## src/rtl/mem_arb_pkg.sv

```systemverilog
// Shared types and helpers for the N-client SRAM master-bus arbiter.
package mem_arb_pkg;

    typedef enum logic {
        ARB_FIXED = 1'b0,
        ARB_RR    = 1'b1
    } arb_mode_e;

    localparam int MAX_CLIENTS = 8;

    // Index of the first set bit at or after start, wrapping modulo n.
    // Walks offsets from far to near so the nearest hit is the one kept.
    function automatic logic [2:0] first_set_from(input logic [7:0] vec,
                                                  input logic [2:0] start,
                                                  input int n);
        logic [2:0] idx;
        int j;
        idx = 3'd0;
        for (int k = MAX_CLIENTS - 1; k >= 0; k--) begin
            j = (int'(start) + k) % n;
            if (k < n && vec[j[2:0]]) begin
                idx = j[2:0];
            end
        end
        return idx;
    endfunction

endpackage

```

## src/rtl/mem_arb_tag_fifo.sv

```systemverilog
// Ordered FIFO of client tags for reads in flight on the master bus.
module mem_arb_tag_fifo #(
    parameter int W     = 1,
    parameter int DEPTH = 4,
    localparam int CW   = $clog2(DEPTH + 1),
    localparam int PW   = $clog2(DEPTH)
) (
    input  logic          clock,
    input  logic          reset_n,
    input  logic          push,
    input  logic          pop,
    input  logic [W-1:0]  din,
    output logic [W-1:0]  head,
    output logic [CW-1:0] count,
    output logic          empty,
    output logic          full
);
    logic [W-1:0]  mem_q [DEPTH];
    logic [PW-1:0] wr_ptr;
    logic [PW-1:0] rd_ptr;
    logic          do_push;
    logic          do_pop;

    assign empty   = (count == '0);
    assign full    = (count == CW'(DEPTH));
    assign do_push = push & ~full;
    assign do_pop  = pop & ~empty;
    assign head    = mem_q[rd_ptr];

    always_ff @(posedge clock) begin
        if (do_push) begin
            mem_q[wr_ptr] <= din;
        end
    end

    // DEPTH is a power of two, so the pointers wrap naturally.
    always_ff @(posedge clock or negedge reset_n) begin
        if (!reset_n) begin
            wr_ptr <= '0;
            rd_ptr <= '0;
            count  <= '0;
        end else begin
            if (do_push) wr_ptr <= wr_ptr + PW'(1);
            if (do_pop)  rd_ptr <= rd_ptr + PW'(1);
            case ({do_push, do_pop})
                2'b10:   count <= count + CW'(1);
                2'b01:   count <= count - CW'(1);
                default: count <= count;
            endcase
        end
    end

endmodule

```

## src/rtl/mem_arb_n.sv

```systemverilog
// N-client arbiter onto one Avalon-style SRAM master, with grant lock under
// waitrequest and in-order routing of read data back to the issuing client.
module mem_arb_n
    import mem_arb_pkg::*;
#(
    parameter int N_CLIENTS   = 2,
    parameter int AW          = 20,
    parameter int DW          = 16,
    parameter int MAX_PENDING = 4,
    parameter int ARB_MODE    = 0,
    localparam int BEW        = DW / 8,
    localparam int CW         = $clog2(MAX_PENDING + 1)
) (
    input  logic                    clock,
    input  logic                    reset_n,
    input  logic [N_CLIENTS*AW-1:0] cli_address,
    input  logic [N_CLIENTS*BEW-1:0] cli_byteenable,
    input  logic [N_CLIENTS-1:0]    cli_read,
    input  logic [N_CLIENTS-1:0]    cli_write,
    input  logic [N_CLIENTS*DW-1:0] cli_writedata,
    output logic [N_CLIENTS-1:0]    cli_waitrequest,
    output logic [DW-1:0]           cli_readdata,
    output logic [N_CLIENTS-1:0]    cli_readdataready,
    output logic [AW-1:0]           mem_address,
    output logic [BEW-1:0]          mem_byteenable,
    output logic                    mem_read,
    output logic                    mem_write,
    output logic [DW-1:0]           mem_writedata,
    input  logic                    mem_waitrequest,
    input  logic [DW-1:0]           mem_readdata,
    input  logic                    mem_readdataready,
    output logic [CW-1:0]           pending_count,
    output logic                    err_unexpected
);
    localparam int GW = (N_CLIENTS > 1) ? $clog2(N_CLIENTS) : 1;
    localparam arb_mode_e MODE = arb_mode_e'(ARB_MODE[0]);

    logic [N_CLIENTS-1:0] req;
    logic [7:0]           req8;
    logic [GW-1:0]        gnt;
    logic [GW-1:0]        gnt_q;
    logic [GW-1:0]        rr_ptr;
    logic [GW-1:0]        head;
    logic                 gnt_vld;
    logic                 locked;
    logic                 acc;
    logic                 pend_full;
    logic                 fifo_empty;

    // Full is taken from the registered count, so a same-cycle pop does not unmask reads.
    assign req  = cli_write | (cli_read & {N_CLIENTS{~pend_full}});
    assign req8 = 8'(req);

    always_comb begin
        gnt     = gnt_q;
        gnt_vld = 1'b1;
        if (!locked) begin
            gnt_vld = |req;
            if (MODE == ARB_RR) gnt = GW'(first_set_from(req8, 3'(rr_ptr), N_CLIENTS));
            else                gnt = GW'(first_set_from(req8, 3'd0, N_CLIENTS));
        end
    end

    always_comb begin
        mem_address    = '0;
        mem_byteenable = '0;
        mem_writedata  = '0;
        mem_read       = 1'b0;
        mem_write      = 1'b0;
        if (gnt_vld && reset_n) begin
            mem_address    = cli_address[int'(gnt)*AW +: AW];
            mem_byteenable = cli_byteenable[int'(gnt)*BEW +: BEW];
            mem_writedata  = cli_writedata[int'(gnt)*DW +: DW];
            mem_write      = cli_write[gnt];
            mem_read       = cli_read[gnt] & ~cli_write[gnt];
        end
    end

    assign acc = gnt_vld & (mem_read | mem_write) & ~mem_waitrequest;

    always_comb begin
        cli_waitrequest = '1;
        if (acc) cli_waitrequest[gnt] = 1'b0;
    end

    assign cli_readdata = mem_readdata;

    always_comb begin
        cli_readdataready = '0;
        if (reset_n && mem_readdataready && !fifo_empty) cli_readdataready[head] = 1'b1;
    end

    always_ff @(posedge clock or negedge reset_n) begin
        if (!reset_n) begin
            locked         <= 1'b0;
            gnt_q          <= '0;
            rr_ptr         <= '0;
            err_unexpected <= 1'b0;
        end else begin
            if (acc) begin
                locked <= 1'b0;
                rr_ptr <= (gnt == GW'(N_CLIENTS - 1)) ? '0 : gnt + GW'(1);
            end else if (gnt_vld && (mem_read || mem_write)) begin
                locked <= 1'b1;
                gnt_q  <= gnt;
            end
            if (mem_readdataready && fifo_empty) err_unexpected <= 1'b1;
        end
    end

    mem_arb_tag_fifo #(
        .W     (GW),
        .DEPTH (MAX_PENDING)
    ) u_tag_fifo (
        .clock   (clock),
        .reset_n (reset_n),
        .push    (acc & mem_read),
        .pop     (mem_readdataready),
        .din     (gnt),
        .head    (head),
        .count   (pending_count),
        .empty   (fifo_empty),
        .full    (pend_full)
    );

`ifndef SYNTHESIS
    always_ff @(posedge clock) begin
        if (reset_n && gnt_vld) begin
            assert (!(cli_read[gnt] && cli_write[gnt]))
                else $error("client %0d asserted read and write together; write taken", gnt);
        end
    end
`endif

endmodule

```

## config.mk

```make
export PLATFORM = sky130hd
export DESIGN_NAME = mem_arb_n
export DESIGN_NICKNAME = d
export VERILOG_FILES = /design/src/rtl/mem_arb_pkg.sv /design/src/rtl/mem_arb_tag_fifo.sv /design/src/rtl/mem_arb_n.sv
export SDC_FILE = /design/constraint.sdc
export NUM_CORES = 1
export LEC_CHECK = 0
export ABC_CLOCK_PERIOD_IN_PS = 5000
export CORE_MARGIN = 2
export CORE_UTILIZATION = 34
export CTS_CLUSTER_DIAMETER = 200
export CTS_CLUSTER_SIZE = 28
export DETAILED_ROUTE_END_ITERATION = 8
export PLACE_DENSITY = 0.93
export SYNTH_ARGS = -nofsm -noshare
export SYNTH_HDL_FRONTEND = slang
export SYNTH_SLANG_ARGS = --single-unit
```

## constraint.sdc

```tcl
create_clock -name clock -period 5 [get_ports clock]
set_clock_uncertainty 0.1 [all_clocks]
set_input_delay 1 -clock clock [delete_from_list [all_inputs] [get_ports clock]]
set_output_delay 1 -clock clock [all_outputs]
set_load 0.01 [all_outputs]
```

==> impl_results.md <==
- Status: finished, final reports clean
- CTS tree: yes
- Drt wl/cell: 12.98 µm
- Clock Path Buffers: 2
- Post-route design area: 0.003029 mm²
- H-tree depth: 1
- Crit path max fanout: 44
- Fmax: 231.3 MHz
- Die width: 76.09 µm
- Part of the power in registers: 19.5%
- DP Area: 0.002984 mm²
- Register bit total from synthesis: 14
- Fillers: 463
- Post-CTS Setup Repair Bufs: 0
- Global Route Usage Sum: 18.52%
- Final hold vios: 0
- Lkg Pwr: 1.170 nW
- Yosys cell types: 37
- WP data required: 3.90 ns
- Antenna viol nets, final: 0
- Skew-Pair Late Insertion Delay: 0.24 ns
- Pint: 0.6126 mW
- Most frequent cells in the layout: clkdlybuf4s50_1, nand2_1, a21oi_2
- Area grow syn2layout: 71.46%
- Bufs and invs on worst path: 3
- Post-CTS Hold Fix Bufs: 0
- Worst-Margin Slew: 0.5242 ns
- Clock power share: 8.7%
- Placer Congestion: 0.8929
- Largest net degree at the start of global routing: 45
- Synthesized area: 0.001767 mm²
- Placed Cells: 399
- Max VDD drop: 0.1481 mV
- Total CTS buffers: 3
- Post-Route Utilization: 59.69%
- Die area: 0.005789 mm²
- Initial Util: 34.81%
- Share of layout cells above drive strength 1: 25.23%
- First-pass GRT wire length: 9011 µm
- RSZ-0062 raised after global routing: false
- Cell family with the largest share of critical-path delay: buffers and inverters
- Drt pass-1 iters: 4
- Worst slew margin: 65.06%
- Hold_ws: 0.3701 ns
- I/O pin count: 164
- Crit start category: primary input
- Finished Layout Cells: 403
- Grt ovf: 0
- CP Capture Type: output port
- Diode count: 0
- DR vias/cell: 4.548
- Net Count, Synth: 328
- Initial DRC count: 56
- Clock-pin slew on the worst setup and hold paths: 0.05 ns
- Setup WS post-layout: 0.6775 ns
- IO Port Bufs: 131
- Area of the multi-input gates: 0.001146 mm²
- DRC violation count after routing: 0
- Setup violations, final: 0
- Sw Ratio: 43.30%
- Crit-path max cell delay: 0.54 ns
- Switching Power: 0.4679 mW
- Place WS: 0.6874 ns
- Comb pwr share: 71.9%
- Hpwl dp: 4301 µm
- Post_cts resized: 0
- # clock sinks: 14
- Routed wire length: 5230 µm
- Root Buffer: clkbuf_8
- WP data arrival: 3.22 ns
- Total Power: 1.081 mW
- PD cells: 356.7 mW/mm²
- Tmin final: 4.323 ns
- Chip height: 76.09 µm
- Max-slew violations: 0
- Hold Path Class: register to register
- Initial antenna violation count: 0
- FF+latch area: 370.4 µm²
- Period utilization: 86.45%
- Avg Cell Area, Syn: 7.958 µm²
- Top cell by count, worst path: clkdlybuf4s50_1
- YS warnings: 0
- Via total after detailed routing: 1833
- Site Rows: 26
- CORE AREA: 0.005075 mm²
- Leading cell type in the layout, fill and taps excluded: clkdlybuf4s50_1
- Slowest stage cell, crit path: clkdlybuf4s50_1
- Vias in the first global route: 1976
- Max-Cap Viols: 0
- Seq/Total Area, Yosys: 20.96%
- Nets: 440
- Critical path class: primary input to output port
- Setup_tns: 0 ns
- Mapped Cells: 222
- Worst path cell trace: clkdlybuf4s50_1 -> and2_4 -> o41a_4 -> clkinv_4 -> nand2_1 -> a21oi_2 -> clkdlybuf4s50_1
per-layer routing:
| metal | wire length (µm) | vias up | share of wire, % | track usage, % |
|---|---|---|---|---|
| met4 | 89 | 0 | 1.7 | 3.818 |
| met5 | 0 | - | 0 | 0 |
| met2 | 2698 | 89 | 52 | 34.46 |
| li1 | - | 931 | - | - |
| met1 | 1976 | 805 | 38 | 20.28 |
| met3 | 466 | 8 | 8.9 | 6.517 |
registers in the layout, summed over array words and instances (netlist names):
register,flops
u_tag_fifo.mem_q,4
u_tag_fifo.wr_ptr,2
u_tag_fifo.rd_ptr,2
gnt_q,1
locked,1
u_tag_fifo.count,3
err_unexpected,1
area by class of cell:
class,instances,share of cell area (%)
well taps,70,2.891
flip-flops and latches,14,12.23
inverters,9,1.280
clock buffers,4,1.487
multi-input cells,171,37.84
repair buffers,135,44.28
synth_stat cells:
master,instances,area (µm²)
nand2_1,53,198.9
a21oi_2,38,332.8
nand2_2,30,187.7
buf_4,16,120.1
dfrtp_1,10,250.2
inv_1,8,30.03
and2_1,6,37.54
buf_6,6,67.56
ha_1,5,62.56
nor2_1,5,18.77
edfxtp_1,4,120.1
clkbuf_1,3,11.26
nand3_1,3,15.01
o21ai_0,3,15.01
xnor2_1,3,26.28
xor2_1,3,26.28
a21o_1,2,15.01
a21oi_1,2,10.01
buf_1,2,7.510
mux2_2,2,22.52
mux2i_1,2,20.02
a2111oi_1,1,10.01
a31o_2,1,8.760
and2_4,1,8.760
and3_1,1,6.260
buf_2,1,5.000
clkinv_4,1,8.760
fa_1,1,20.02
mux4_2,1,22.52
nand3b_1,1,7.510
nor2b_1,1,6.260
nor3_1,1,5.000
nor3b_2,1,12.51
nor4b_1,1,8.760
o31a_1,1,8.760
o41a_4,1,21.27
or3b_4,1,11.26
power by group through the flow:
stage               Clock (mW)  Sequential, mW  Combinational, mW
floorplan                    0           0.209              0.509
global placement             0           0.208              0.769
detailed placement           0           0.212              0.786
CTS                     0.0962           0.211              0.790
global route             0.104           0.218              0.854
finish                  0.0937           0.210              0.776
worst register-to-register path, delay by kind of cell (launching register included):
family,cells,cell delay [ns]
AOI/OAI and AO/OA,1,0.29
xor gates and xnor gates,2,0.29
adders and majority gates,2,0.55
buffers and inverters,2,0.13
DFF,1,0.43
and+or+nand+nor,4,0.96
worst paths after layout:
path	endpoint	slack (ns)	from	depth (start not counted)
max	mem_writedata[7]	0.68	cli_read[0]	7
max in group asynchronous	u_tag_fifo.rd_ptr[0]$_DFFE_PN0P_	3.66	reset_n	2
min reg2reg	err_unexpected$_DFFE_PN0P_	0.37	err_unexpected$_DFFE_PN0P_	1
min	err_unexpected$_DFFE_PN0P_	0.37	err_unexpected$_DFFE_PN0P_	1
min in group asynchronous	u_tag_fifo.wr_ptr[1]$_DFFE_PN0P_	0.99	reset_n	2
max reg2reg	u_tag_fifo.count[2]$_DFFE_PN0P_	2.17	u_tag_fifo.count[0]$_DFFE_PN0P_	11
cells by family (layout without fill, tap and decap cells):
group                    after synthesis  count (layout)  share of synthesized area (%)
AO/OA/AOI/OAI                         49              49                          23.87
XOR/XNOR                               6               6                          2.975
adder cells (fa/ha/maj)                6               6                          4.674
buffers and inverters                 37             148                          14.16
flip-flops                            14              14                          20.96
multiplexers                           5               5                          3.683
AND/OR/NAND/NOR                      105             105                          29.67
(Power assumes the default switching activity.)
